==> config.mk <==
export PLATFORM = sky130hd
export DESIGN_NAME = elevator_call_dispatcher
export DESIGN_NICKNAME = d
export VERILOG_FILES = /design/src/rtl/elevator_call_dispatcher.sv
export SDC_FILE = /design/constraint.sdc
export NUM_CORES = 1
export LEC_CHECK = 0
export BUFFER_PORTS_ARGS = -buffer_cell sky130_fd_sc_hd__buf_2
export CAP_MARGIN = 20
export CORE_MARGIN = 4
export CORE_UTILIZATION = 40
export CTS_BUF_LIST = sky130_fd_sc_hd__clkbuf_16
export DETAILED_ROUTE_END_ITERATION = 6
export PLACE_DENSITY = 0.68
export REMOVE_ABC_BUFFERS = 1
export SLEW_MARGIN = 20
export SYNTH_ARGS = -nofsm -noshare
export SYNTH_HDL_FRONTEND = slang
export SYNTH_SLANG_ARGS = --single-unit
==> constraint.sdc <==
create_clock -name clk -period 3.5 [get_ports clk]
set_input_delay 0.7 -clock clk [delete_from_list [all_inputs] [get_ports clk]]
set_output_delay 0.7 -clock clk [all_outputs]
set_load 0.005 [all_outputs]
==> src/rtl/elevator_call_dispatcher.sv <==
// Call-side dispatcher for the elevator car: latches floor calls, picks the travel
// direction and drives the car's sobe/desce/pa commands, holding a sticky fault on erro.
module elevator_call_dispatcher #(
  parameter int N_FLOORS    = 4,
  parameter int FLOOR_W     = 2,
  parameter int DOOR_CYCLES = 4
) (
  input  logic                clk,
  input  logic                rst,
  input  logic [N_FLOORS-1:0] btn,
  input  logic [FLOOR_W-1:0]  floor,
  input  logic                floor_valid,
  input  logic                erro,
  output logic                sobe,
  output logic                desce,
  output logic                pa,
  output logic [N_FLOORS-1:0] pend,
  output logic                falha
);

  localparam int CNT_W = (DOOR_CYCLES > 1) ? $clog2(DOOR_CYCLES) : 1;
  localparam logic [CNT_W-1:0]   CNT_LOAD  = CNT_W'(DOOR_CYCLES - 1);
  localparam logic [FLOOR_W-1:0] TOP_FLOOR = FLOOR_W'(N_FLOORS - 1);

  typedef enum logic [2:0] {
    ST_IDLE,
    ST_UP,
    ST_DOWN,
    ST_DOOR,
    ST_FAULT
  } state_t;

  typedef enum logic {
    DIR_DOWN,
    DIR_UP
  } dir_t;

  state_t             state, state_d;
  dir_t               dir_last, dir_d;
  logic [CNT_W-1:0]   door_cnt, cnt_d;
  logic [FLOOR_W-1:0] floor_lat, cur_floor;
  logic [N_FLOORS-1:0] pend_d;
  logic               floor_bad, floor_ok, at_call, above, below;

  // An out-of-range index from the sensor is as untrustworthy as an explicit erro.
  assign floor_bad = floor_valid && (int'(floor) >= N_FLOORS);
  assign floor_ok  = floor_valid && !floor_bad;
  assign cur_floor = floor_ok ? floor : floor_lat;
  assign at_call   = floor_ok && pend[floor];

  always_comb begin
    above = 1'b0;
    below = 1'b0;
    for (int i = 0; i < N_FLOORS; i++) begin
      if (pend[i] && (i > int'(cur_floor))) above = 1'b1;
      if (pend[i] && (i < int'(cur_floor))) below = 1'b1;
    end
  end

  always_comb begin
    // NOTE: every signal gets a default before the case so no path leaves it unassigned (no latch).
    state_d = state;
    dir_d   = dir_last;
    cnt_d   = door_cnt;
    unique case (state)
      ST_IDLE: begin
        if (floor_ok && (pend != '0)) begin
          if (at_call) begin
            state_d = ST_DOOR;
            cnt_d   = CNT_LOAD;
          end else if (above) begin
            state_d = ST_UP;
          end else begin
            state_d = ST_DOWN;
          end
        end
      end
      ST_UP: begin
        if (at_call) begin
          state_d = ST_DOOR;
          cnt_d   = CNT_LOAD;
          dir_d   = DIR_UP;
        end else if (floor_ok && (floor == TOP_FLOOR)) begin
          state_d = ST_IDLE;
        end
      end
      ST_DOWN: begin
        if (at_call) begin
          state_d = ST_DOOR;
          cnt_d   = CNT_LOAD;
          dir_d   = DIR_DOWN;
        end else if (floor_ok && (floor == '0)) begin
          state_d = ST_IDLE;
        end
      end
      ST_DOOR: begin
        if (door_cnt == '0) begin
          // Keep sweeping the way we were going before reversing.
          if ((dir_last == DIR_UP) && above)        state_d = ST_UP;
          else if ((dir_last == DIR_DOWN) && below) state_d = ST_DOWN;
          else if (above)                           state_d = ST_UP;
          else if (below)                           state_d = ST_DOWN;
          else                                      state_d = ST_IDLE;
        end else begin
          cnt_d = door_cnt - 1'b1;
        end
      end
      ST_FAULT: state_d = ST_FAULT;
      default:  state_d = ST_FAULT;
    endcase
    if (erro || floor_bad) state_d = ST_FAULT;
  end

  always_comb begin
    pend_d = pend | btn;
    // Serving the floor clears its call even if the button is still pressed.
    if ((state == ST_DOOR) && floor_ok) pend_d[floor] = 1'b0;
    if (state_d == ST_FAULT) pend_d = '0;
  end

  // NOTE: registered state uses non-blocking assignments so every flop samples pre-edge values.
  always_ff @(posedge clk) begin
    if (rst) begin
      state     <= ST_IDLE;
      dir_last  <= DIR_UP;
      door_cnt  <= '0;
      pend      <= '0;
      floor_lat <= '0;
    end else begin
      state    <= state_d;
      dir_last <= dir_d;
      door_cnt <= cnt_d;
      pend     <= pend_d;
      if (floor_ok) floor_lat <= floor;
    end
  end

  always_comb begin
    sobe  = (state == ST_UP);
    desce = (state == ST_DOWN);
    pa    = (state == ST_DOOR) || (state == ST_FAULT);
    falha = (state == ST_FAULT);
  end

endmodule

== After elaboration in Yosys (flattened, before gate mapping) ==
Cells that the tools add are included.

* Flip-flop bits (word level): 12
* Input bits: 10
* Output and inout bits: 8
* Word-level logic and storage cells: 86

* Add/sub/neg operators: 1
* $lt $le $gt $ge: 8
* Equal/unequal tests: 10
* Muxes and demuxes: 33
* Bitwise gates (word level): 4
* Reduce and logical (&&, ||, !) cells: 25

{| class="wikitable"
|+ Operators by type and width
! operator !! count
|-
| 2-to-1 mux 3 bit || 7
|-
| 2-to-1 mux 2 bit || 10
|-
| logical AND 1 bit || 14
|-
| one-hot mux 3 bit (4 select lines) || 1
|-
| 2-to-1 mux 1 bit || 10
|-
| == test 3 x 2 -> 1 bit (second input constant) || 2
|-
| == test 3 bit (second input constant) || 2
|-
| one-hot mux 2 bit (3 select lines) || 1
|-
| AND reduction 3 bit || 2
|-
| AND 4 bit || 1
|-
| > comparator 2 bit (first input constant) || 2
|-
| zero test 2 bit || 2
|-
| < comparator 1 x 2 -> 1 bit (first input constant) || 2
|-
| 2-to-1 mux 4 bit || 1
|-
| != test 2 x 1 -> 1 bit (second input constant) || 2
|-
| != test 2 bit (second input constant) || 2
|-
| NOT 4 bit || 1
|-
| bitwise OR 4 bit || 1
|-
| nonzero test 4 bit || 1
|-
| OR reduction 2 bit || 2
|-
| == test 3 x 1 -> 1 bit (second input constant) || 1
|-
| zero test 3 bit || 1
|-
| < comparator 2 x 3 -> 1 bit (second input constant) || 1
|-
| nonzero test 3 bit || 1
|-
| 11 further kinds || 11
|}

== Longest topological paths before layout ==
Gate-level depths: netlist of run 1.

* Word-level depth: 15
* Mapped depth: 6
* Gate-level depth less buffers: 6

== Worst setup path before layout of run 1 ==
OpenSTA, ideal clock, no wires.

* Path type: input to register
* Start: input floor[0]
* End: register state[1]
* Setup time: 0.127 ns
* Data arrival time: 1.812 ns
* Required time: 3.373 ns
* Path slack: 1.561 ns
* Stages on the path: 6
* Path buffers: 1
* Cells stage by stage: buf_6 -> mux2_4 -> a2bb2oi_2 -> and2b_1 -> a21oi_1 -> or3_1

* Cells in the longest elaborated chain, start to end: 13
* Elaborated cells between the ends (all ways): 42
* Those cells by class: order compare: 6; eq/ne: 1; mux: 23; reduce/logical: 12

{| class="wikitable"
|+ Ends and longest elaborated chain
! item !! RTL line !! RTL
|-
| from (decl) || 11 || <nowiki>input logic [FLOOR_W-1:0] floor,</nowiki>
|-
| 2-to-1 mux 2 bit || n/a ||
|-
| < comparator 1 x 2 -> 1 bit || 56 || <nowiki>if (pend[i] && (i < int'(cur_floor))) below = 1'b1;</nowiki>
|-
| logical AND 1 bit || 56 ||
|-
| 2-to-1 mux 1 bit (3 in a row) || 56 ||
|-
| 2-to-1 mux 2 bit || 102 || <nowiki>else if (below) state_d = ST_DOWN;</nowiki>
|-
| 2-to-1 mux 2 bit || 101 || <nowiki>else if (above) state_d = ST_UP;</nowiki>
|-
| 2-to-1 mux 2 bit || 100 || <nowiki>else if ((dir_last == DIR_DOWN) && below) state_d = ST_DOWN;</nowiki>
|-
| 2-to-1 mux 2 bit || 99 || <nowiki>if ((dir_last == DIR_UP) && above) state_d = ST_UP;</nowiki>
|-
| 2-to-1 mux 3 bit || 97 || <nowiki>if (door_cnt == '0) begin</nowiki>
|-
| one-hot mux 3 bit (4 select lines) (*) || 65 || <nowiki>unique case (state)</nowiki>
|-
| 2-to-1 mux 3 bit (*) || 111 || <nowiki>if (erro || floor_bad) state_d = ST_FAULT;</nowiki>
|-
| to (signal assigned) || 130 || <nowiki>state <= state_d;</nowiki>
|-
| to (decl) || 38 || <nowiki>state_t state, state_d;</nowiki>
|}

Mark *: on every way between the ends. The rest lies on a longest branch, timed or not. The select of a mux whose other input is x is not followed.
A chain may end at the register's enable or synchronous reset.

== Worst setup path in the final report of run 1 ==
* Start: register state[2]
* End: output pa

* Cells in the longest elaborated chain, start to end: 2
* Elaborated cells between the ends (all ways): 3
* Those cells by class: eq/ne: 2; reduce/logical: 1

{| class="wikitable"
|+ Ends and longest elaborated chain
! item !! RTL line !! RTL
|-
| == test 3 x 2 -> 1 bit / == test 3 bit (equally long branches) || 141 || <nowiki>pa = (state == ST_DOOR) || (state == ST_FAULT);</nowiki>
|-
| logical OR 1 bit (*) || 141 ||
|-
| to (decl) || 16 || <nowiki>output logic pa,</nowiki>
|}

Mark *: on every way between the ends. The rest lies on a longest branch, timed or not.

==> metrics.md, run 1 <==
| Metric | Value |
|---|---|
| Via count | 760 |
| Clock Skews | 0.00227 ns |
| Ports | 18 |
| Placer Congestion | 0.848 |
| Placed inst area | 835 sq um |
| Yosys warning count | 0 |
| GR Util met2 | 0.268 |
| Crit path kind | register to primary output |
| Fin. max-slew vios | 0 |
| Max-cap check violation count | 0 |
| Slew headroom | 0.703 |
| Pwr dens | 440 nW/um^2 |
| Avg Cell Area, Syn | 8.18 sq um |
| Final cycle utilization of the critical path | 0.596 |
| Post-CTS Setup Inserts | 0 |
| IO buf count | 17 |
| Post-synth EDFFs | 0 |
| Die area | 2620 sq um |
| Maximum clock rate | 479 MHz |
| Final setup fails | 0 |
| Synthesized area | 744 sq um |
| Instance count on the critical path | 3 |
| Slowest CP cell | dfxtp_1 |
| Nets | 121 |
| Worst setup startpoint | state[2] |
| FP Rows | 15 |
| Post-synth cell types | 37 |
| Placed instance count | 130 |
| Met3 Use GR | 0.0350 |
| Max Root-Sink Buffers | 2 |
| Outcome | completed |
| Starting Density | 0.427 |
| Leakage | 0.000372 uW |
| CP cell instances | nor2_1 -> or2_2 -> buf_2 |
| CTS clk-pin slew, worst paths | 0.04 ns |
| Ys async rst share | 0 |
| All-Layer GR Usage | 0.170 |
| Layout area overhead | 22.2% |
| Largest fanout on the critical path | 13 |
| R2R setup slack | 1.85 ns |
| Number of CTS-inserted buffers | 3 |
| Critical path's top delay family | flip-flops |
| Worst Setup End Kind | primary output |
| Most used DFF post-synth | dfxtp_1 |
| Vias per cell | 5.71 |
| Post-Layout Inst Area | 910 sq um |
| DRT Pass-1 Iters | 4 |
| Total core area | 1750 sq um |
| Vias in the first global route | 774 |
| CP max stage delay | 0.55 ns |
| Critical Path Sink | pa |
| Share of cells above drive strength 1 | 0.250 |
| CTS Hold Bufs | 0 |
| H-tree depth | 1 |
| Area leader, netlist | dfxtp_1 |
| Most common cell after layout, fill and taps aside | buf_2 |
| HP Class | register to register |
| Register area share after synthesis | 0.323 |
| Critical R2R Capture | state[1] |
| Final HPWL DP | 1340 um |
| Tmin final | 2.09 ns |
| Most frequent cells in the layout | buf_2 (17), dfxtp_1 (12), nor2_1 (10), a21oi_1 (9), o21ai_0 (6) |
| Die width | 51.1 um |
| Clk sinks | 12 |
| Crit path buffers/inverters | 1 |
| Cell count after synthesis | 91 |
| Reg2reg path depth | 5 |
| Fin cells | 133 |
| Worst Tran Pin Value | 0.442 ns |
| FF+latch count, synth | 12 |
| Dominant cells by area after synthesis | dfxtp_1 (32%), a21oi_1 (6.1%), nor2_1 (5.0%), mux2i_1 (4.0%), o21ai_0 (4.0%) |
| Total Power | 400 uW |
| Reg-to-reg startpoint | pend[0] |
| Global-route wire length before repair | 3330 um |
| Clock latency on the worst-skew pair | 0.24 ns |
| GRT overflow | 0 |
| # resized after CTS | 0 |
| Post-route ant nets | 0 |
| Drt first-iter violations | 27 |
| CTS tree | built |
| Largest net degree at the start of global routing | 14 |
| Crit path DAT | 1.39 ns |
| Layer with the highest usage | met2 |
| Crit start category | register |
| ANT cells | 0 |
| Unrepaired setup endpoints after global routing | no |
| Initial antenna violation count | 0 |
| CTS root buffer | clkbuf_16 |
| Routed Wire Length | 1870 um |
| Worst vdd ir | 0.272 mV |
| # DRC | 0 |
| Synth top area share | 0.323 |
| GR Util met1 | 0.204 |
| Setup_tns | 0 ns |
| Mean routed wirelength per cell | 14.1 um |
| CP required | 2.80 ns |
| Die H | 51.1 um |
| Fin. Hold Viols | 0 |
## report_power, final
group | switching (uW) | internal [uW]
Clock | 56.9 | 149
Combinational | 23.6 | 20.6
Sequential | 8.03 | 142
Total | 88.5 | 312
## routing by layer
layer | share of wire | vias to the layer above
met2 | 0.48 | 25
met4 | 0.018 | 0
met3 | 0.046 | 4
met1 | 0.46 | 353
li1 | - | 378
met5 | 0 | -
## logic make-up (layout without fill, tap and decap cells)
family / after synthesis / in the layout / share of synthesized area
buf+inv: 6 / 23 / 0.0504
simple gates: 38 / 38 / 0.277
flops: 12 / 12 / 0.323
mux: 4 / 4 / 0.0605
compound gates: 30 / 30 / 0.272
fa+ha+maj: 1 / 1 / 0.0168
## worst min path at each step
stage	from	endpoint	slack [ns]	cells past startpoint
after floorplan	floor_lat[1]	floor_lat[1]	0.47	2
after global placement	door_cnt[0]	door_cnt[0]	0.48	2
after detailed placement	door_cnt[0]	door_cnt[0]	0.48	2
after CTS	door_cnt[0]	door_cnt[0]	0.49	2
after global routing	door_cnt[0]	door_cnt[0]	0.54	2
final	door_cnt[0]	door_cnt[0]	0.49	2
## state kept, by name, indices dropped and copies added, names as in the netlist
| name | cells |
|---|---|
| dir_last | 1 |
| door_cnt | 2 |
| floor_lat | 2 |
| pend | 4 |
| state | 3 |
## per-stage QoR
step | hold WS, ns | worst slack (ns) | util
after floorplan | 0.467 | 1.69 | -
after global placement | 0.480 | 1.33 | 0.478
after detailed placement | 0.482 | 1.34 | 0.478
after CTS | 0.491 | 1.42 | 0.521
after global routing | 0.542 | 1.35 | 0.521
final | 0.489 | 1.41 | 0.521
## worst min-delay path, delay by kind of cell (launching register included)
family	cells	cell delay [ns]
DFF	1	0.30
and+or+nand+nor	2	0.15
## cell usage after synthesis, types with 2 or more instances
master / n
dfxtp_1: 12
nor2_1: 10
a21oi_1: 9
o21ai_0: 6
nand2_1: 5
nor3_1: 5
inv_1: 3
mux2i_1: 3
nor2b_1: 3
a211oi_1: 2
a31oi_1: 2
a41oi_1: 2
and2b_1: 2
buf_6: 2
nand3_1: 2
or3_1: 2
## final cells by class
cell class	instances	area, sq um
clock buffers	3	75.1
fillers	168	836
inverters	3	11.3
multi-input cells	73	467
flip-flops and latches	12	240
well taps	25	31.3
repair buffers	17	85.1
Power figures use the tool's default switching activity.
==> run 2: changes to the inputs <==
ABC_AREA = 1   (was default)
clock period = 2 ns   (was 3.5 ns; I/O delays follow)
==> run 2 against run 1 <==
Total power increased by 74%. Global-route usage decreased by 0.74 points. Clock power increased by 75%. Utilization increased by 1.2 points. Combinational power increased by 78%. Setup slack got worse by 0.94 ns. Wire length increased by 0.32%. Via count increased by 5.1%. Critical path depth increased by 1. Non-clock buffer count unchanged. Clock skew decreased by 0.0017 ns.
==> metrics.md, run 2 <==
| Metric | Value |
|---|---|
| Die area | 2560 sq um (-2.1%) |
| Avg Cell Area, Syn | 6.20 sq um (-24%) |
| CTS root buffer | clkbuf_16 |
| Reg-to-reg startpoint | door_cnt[0] |
| Final HPWL DP | 1420 um (+6.1%) |
| All-Layer GR Usage | 0.163 (-0.00737) |
| CTS Hold Bufs | 0 (unchanged) |
| Critical R2R Capture | door_cnt[1] |
| Largest fanout on the critical path | 5 (-8) |
| CP max stage delay | 0.44 ns (-0.11 ns) |
| Fin. max-slew vios | 0 (unchanged) |
| # resized after CTS | 0 (unchanged) |
| Post-synth EDFFs | 0 (unchanged) |
| HP Class | input pin to register |
| Final cycle utilization of the critical path | 0.764 |
| Hold Crit Start | rst |
| Placed inst area | 842 sq um (+0.90%) |
| Most common cell after layout, fill and taps aside | nand2_1 |
| FP Rows | 15 (unchanged) |
| Via count | 799 (+5.1%) |
| Crit start category | register |
| Placed instance count | 159 (+22%) |
| Most used DFF post-synth | dfxtp_1 |
| Post-Layout Inst Area | 921 sq um (+1.2%) |
| Most common cell in the netlist | nand2_1 |
| CP required | 1.60 ns (-1.20 ns) |
| Clock latency on the worst-skew pair | 0.24 ns (about the same) |
| Ports | 18 (unchanged) |
| Commonest cells post-synth | nand2_1 (31), nor2_1 (20), inv_1 (16) |
| Ys async rst share | 0 (unchanged) |
| ANT cells | 0 (unchanged) |
| Dominant cells by area after synthesis | dfxtp_1 (33%), nand2_1 (16%), nor2_1 (10%), inv_1 (8.3%), nand3_1 (7.6%) |
| Outcome | completed |
| Switch share | 0.222 (+0.000929) |
| Reg2reg path depth | 9 (+4) |
| Pwr dens | 755 nW/um^2 (+72%) |
| Layout area overhead | 26.9% |
| Unrepaired setup endpoints after global routing | no |
| Biggest register | pend |
| Clk sinks | 12 (unchanged) |
| Max reg flops | 4 (unchanged) |
| Cell count after synthesis | 117 (+29%) |
| Switch Pwr | 154 uW (+75%) |
| R2R setup slack | 0.60 ns (-1.25 ns) |
| Max Root-Sink Buffers | 2 (unchanged) |
| FF+latch count, synth | 12 (unchanged) |
| Setup_tns | 0 ns (unchanged) |
| Hold EP | floor_lat[1] |
| Clock power share | 0.516 (+0.002) |
| Worst vdd ir | 0.790 mV (+190%) |
| DRT Pass-1 Iters | 4 (unchanged) |
| Fin cells | 163 (+23%) |
| Tmin final | 1.53 ns |
| Most frequent cells in the layout | nand2_1 (31), nor2_1 (20), buf_2 (17), inv_1 (16), dfxtp_1 (12) |
| Maximum clock rate | 654 MHz |
| Fin. Hold Viols | 0 (unchanged) |
| Global-route wire length before repair | 3210 um (-3.5%) |
| Die width | 50.6 um (-1.1%) |
| Drt first-iter violations | 23 (-15%) |
| Crit path kind | register to primary output |
| Met3 wire length | 111 um (+29%) |
| Die H | 50.6 um (-1.1%) |
| Placer Congestion | 0.894 (+5.5%) |
| Slowest CP cell | dfxtp_1 |
| Post-route ant nets | 0 (unchanged) |
| GRT overflow | 0 (unchanged) |
| CTS clk-pin slew, worst paths | 0.04 ns (about the same) |
| H-tree depth | 1 (unchanged) |
| Pint | 541 uW (+74%) |
| Share of cells above drive strength 1 | 0.210 (-0.0399) |
| Mean routed wirelength per cell | 11.5 um (-18%) |
| Post-CTS Setup Inserts | 0 (unchanged) |
| Metal-1 WL | 866 um (+1.1%) |
| Hold depth | 2 (unchanged) |
| Top routing layer used | met4 |
| Register area share after synthesis | 0.331 (+0.00835) |
| # DRC | 0 (unchanged) |
| Synth top area share | 0.331 (+0.00835) |
| Slew headroom | 0.803 (+0.0996) |
| IO buf count | 17 (unchanged) |
| CP cell instances | inv_2 -> nand3_1 -> o21ai_0 -> buf_2 |
| Max-cap check violation count | 0 (unchanged) |
| Post-synth cell types | 17 (-54%) |
| Combinational power share | 0.113 (+0.003) |
| Area leader, netlist | dfxtp_1 |
| Clock Skews | 0.000584 ns (-0.00168 ns) |
| CTS tree | built |
| Met2 wire len | 867 um (-2.9%) |
| Largest registers | pend (4), state (3) |
| Starting Density | 0.420 (-0.00623) |
| Final setup fails | 0 (unchanged) |
| Vias per cell | 4.90 (-14%) |
| Vias in the first global route | 754 (-2.6%) |
| Reg power frac | 0.371 (-0.005) |
| Yosys warning count | 0 (unchanged) |
| Worst Setup End Kind | primary output |
| Worst Tran Pin Value | 0.294 ns (-0.147 ns) |
| Nets | 150 (+24%) |
| Total core area | 1730 sq um (-1.1%) |
| Routed Wire Length | 1880 um (+0.32%) |
| Largest net degree at the start of global routing | 8 (-6) |
| Crit path DAT | 1.13 ns (-0.26 ns) |
| Leakage | 0.000516 uW (+39%) |
| Number of CTS-inserted buffers | 3 (unchanged) |
| Synthesized area | 726 sq um (-2.5%) |
| Initial antenna violation count | 0 (unchanged) |
-- run 2: worst max path at each step --
stage                       end  cells after the start  slack [ns]     start
floorplan           door_cnt[0]                      9        0.86  floor[0]
global placement    door_cnt[0]                     10        0.56  floor[0]
detailed placement  door_cnt[1]                     10        0.53  floor[0]
CTS                          pa                      4        0.48  state[2]
global route                 pa                      4        0.41  state[2]
finish                       pa                      4        0.47  state[2]
-- run 2: routing by layer --
| metal | GRT usage | up-vias |
|---|---|---|
| met5 | 0 | - |
| met1 | 0.205 | 345 |
| li1 | - | 420 |
| met4 | 0.0404 | 0 |
| met2 | 0.272 | 28 |
| met3 | 0.0475 | 6 |
-- run 2: final cells by class --
| type | instances | area [sq um] |
|---|---|---|
| fill | 183 | 806 |
| clock buffer | 3 | 75.1 |
| timing repair buffer | 17 | 85.1 |
| inverter | 18 | 67.6 |
| multi-input combinational | 87 | 418 |
| tap | 25 | 31.3 |
| clock inverter | 1 | 3.75 |
| sequential | 12 | 240 |
-- run 2: power groups by stage --
stage	clock network [uW]	registers, uW	logic [uW]
after global routing	380	258	89.5
after floorplan	0	260	47.7
after CTS	361	258	78.5
final	359	258	78.5
after detailed placement	0	262	76.9
after global placement	0	262	75.7
-- run 2: stage by stage --
stage	hold WS [ns]	worst slack [ns]	power (uW)	util
floorplan	0.467	0.858	308	-
global placement	0.479	0.561	337	0.488
detailed placement	0.488	0.535	339	0.488
CTS	0.365	0.481	697	0.533
global route	0.377	0.415	728	0.533
finish	0.361	0.472	695	0.533
-- run 2: worst max-delay path: cells and delay by family (launching register included) --
family	cells	cell delay (ns)
compound gates	1	0.10
simple gates	1	0.13
buf+inv	2	0.22
flops	1	0.44
-- run 2: cell families (layout without fill, tap and decap cells) --
kind of cell | after synthesis | count (layout) | share of synthesized area
AND/OR/NAND/NOR | 71 | 71 | 0.433
buffers and inverters | 18 | 39 | 0.0931
AO/OA/AOI/OAI | 15 | 15 | 0.126
flip-flops | 12 | 12 | 0.331
adder cells (fa/ha/maj) | 1 | 1 | 0.0172
==> run 3: changes to the inputs <==
PLACE_DENSITY = 0.7   (was 0.68)
clock period = 1.3 ns   (was 2 ns; I/O delays follow)
==> run 3 against run 2 <==
Clock power is 52% higher. Count of clock-buffer cells in the layout unchanged. Cell count increased by 5.5%. Global-route usage decreased by 0.13 points. Setup slack worse by 0.46 ns. Total power up 56%. Critical path type unchanged. Largest power group unchanged. Highest routed layer unchanged.
==> metrics.md, run 3 (same netlist as run 2, synthesis figures left out) <==
| Metric | Value |
|---|---|
| Outcome | completed |
| Worst vdd ir | 0.862 mV (+9.2%) |
| Fin. max-slew vios | 0 (unchanged) |
| Share of cells above drive strength 1 | 0.347 (+0.137) |
| R2R setup slack | 0.04 ns (-0.56 ns) |
| Slew headroom | 0.798 (-0.00453) |
| Post-route ant nets | 0 (unchanged) |
| Clock power share | 0.503 (-0.013) |
| CTS root buffer | clkbuf_16 |
| Via count | 824 (+3.1%) |
| Pre-CTS setup slack | -0.0447 ns (-0.579 ns) |
| IO buf count | 17 (unchanged) |
| Fin. Hold Viols | 0 (unchanged) |
| Global-route wire length before repair | 3070 um (-4.3%) |
| Biggest register | pend |
| Pwr dens | 1050 nW/um^2 (+39%) |
| Clock latency on the worst-skew pair | 0.24 ns (about the same) |
| HP Class | input pin to register |
| Critical Path Sink | desce |
| Mean routed wirelength per cell | 11.4 um (-0.79%) |
| Number of CTS-inserted buffers | 3 (unchanged) |
| Die area | 2560 sq um (unchanged) |
| Largest net degree at the start of global routing | 7 (-1) |
| Drt first-iter violations | 14 (-39%) |
| CP max stage delay | 0.34 ns (-0.10 ns) |
| Clock Skews | 0.00307 ns (+0.00248 ns) |
| Worst Setup End Kind | primary output |
| Max Root-Sink Buffers | 2 (unchanged) |
| H-tree depth | 1 (unchanged) |
| Maximum clock rate | 775 MHz |
| Crit start category | register |
| CTS clk-pin slew, worst paths | 0.04 ns (about the same) |
| Crit path kind | register to primary output |
| # DRC | 0 (unchanged) |
| Placer Congestion | 0.869 (-2.8%) |
| Setup WS post-layout | 0.0100 ns (-0.462 ns) |
| Most frequent cells in the layout | nand2_1 (31), nor2_1 (19), buf_2 (16), inv_1 (11) |
| Vias in the first global route | 723 (-4.1%) |
| Unrepaired setup endpoints after global routing | yes |
| Pint | 843 uW (+56%) |
| CP cell instances | inv_2 -> nor3_2 -> buf_4 -> buf_6 |
| Largest registers | pend (4), state (3) |
| Clk sinks | 12 (unchanged) |
| Nets | 160 (+6.7%) |
| Final HPWL DP | 1480 um (+3.9%) |
| Reg power frac | 0.367 (-0.004) |
| Ports | 18 (unchanged) |
| Worst Tran Pin Value | 0.301 ns (+0.00676 ns) |
| Final cycle utilization of the critical path | 0.992 |
| Combinational power share | 0.130 (+0.017) |
| Max reg flops | 4 (unchanged) |
| Vias per cell | 4.79 (-2.3%) |
| Layout area overhead | 42.2% |
| Final setup fails | 0 (unchanged) |
| Largest fanout on the critical path | 3 (-2) |
| Total Power | 1080 uW (+56%) |
| CTS tree | built |
| Routed Wire Length | 1960 um (+4.7%) |
| Max-cap check violation count | 0 (unchanged) |
| Reg2reg path depth | 6 (-3) |
| Reg-to-reg startpoint | pend[3] |
| Switch Pwr | 239 uW (+55%) |
| GRT overflow | 0 (unchanged) |
| Slowest CP cell | dfxtp_2 |
| All-Layer GR Usage | 0.162 (-0.00134) |
| Most common cell after layout, fill and taps aside | nand2_1 |
| Die width | 50.6 um (unchanged) |
| Initial antenna violation count | 0 (unchanged) |
| FP Rows | 15 (unchanged) |
| Critical R2R Capture | state[1] |
| Total core area | 1730 sq um (unchanged) |
| Crit path DAT | 1.03 ns (-0.10 ns) |
| DRT Pass-1 Iters | 4 (unchanged) |
| Die H | 50.6 um (unchanged) |
| Final hold slack | 0.218 ns (-0.143 ns) |
| Switch share | 0.221 (-0.000933) |
| Tmin final | 1.29 ns |
| Leakage | 0.000567 uW (+9.9%) |
| Starting Density | 0.420 (unchanged) |
| Worst setup startpoint | state[1] |
| CP required | 1.04 ns (-0.56 ns) |
| CTS Hold Bufs | 0 (unchanged) |
| ANT cells | 0 (unchanged) |
## run 3: through the flow
stage | cells | area (sq um) | utilization | setup TNS [ns]
final | 172 | 1030 | 0.598 | 0
after global routing | 172 | 1030 | 0.598 | -0.290
after CTS | 171 | 998 | 0.578 | -0.000535
after detailed placement | 165 | 887 | 0.514 | -0.0780
after global placement | 165 | 887 | 0.514 | 0
after floorplan | 117 | 726 | - | 0
## run 3: routing by layer
| metal | part of all wire | vias up | GRT usage |
|---|---|---|---|
| met5 | 0 | - | 0 |
| met4 | 0.0081 | 0 | 0.0673 |
| met3 | 0.043 | 2 | 0.0386 |
| met2 | 0.47 | 18 | 0.265 |
| met1 | 0.48 | 364 | 0.201 |
| li1 | - | 440 | - |
## run 3: area by class of cell
| cell class | instances | area, sq um |
|---|---|---|
| well taps | 25 | 31.3 |
| multi-input cells | 87 | 445 |
| inverters | 18 | 67.6 |
| fillers | 168 | 694 |
| clock buffers | 3 | 75.1 |
| flip-flops and latches | 12 | 246 |
| repair buffers | 27 | 166 |
## run 3: critical path: cells and delay by family (launching register included)
| kind | cells | cell delay, ns |
|---|---|---|
| flip-flops | 1 | 0.34 |
| AND/OR/NAND/NOR | 1 | 0.17 |
| buffers and inverters | 3 | 0.27 |
## run 3: what timing repair did
item | 4_1_cts | 5_1_grt
pin swaps | 1 | 9
setup endpoints to repair | 4 | 10
setup buffers | 3 | 1
endpoints found under the hold margin | 0 | 0
gates resized for setup | 6 | 11
## run 3: worst min-delay path by stage
stage | start | to | slack (ns) | cells after the start
after floorplan | rst | floor_lat[0] | 0.33 | 1
after global placement | rst | floor_lat[1] | 0.47 | 2
after detailed placement | rst | floor_lat[0] | 0.47 | 2
after CTS | rst | state[2] | 0.22 | 2
after global routing | rst | state[2] | 0.22 | 2
final | rst | state[2] | 0.22 | 2
## run 3: power groups by stage
stage	clock network, uW	registers [uW]	logic (uW)
final	544	397	141
after global routing	580	397	159
after CTS	550	395	134
after detailed placement	0	401	129
after global placement	0	401	127
after floorplan	0	400	73.4
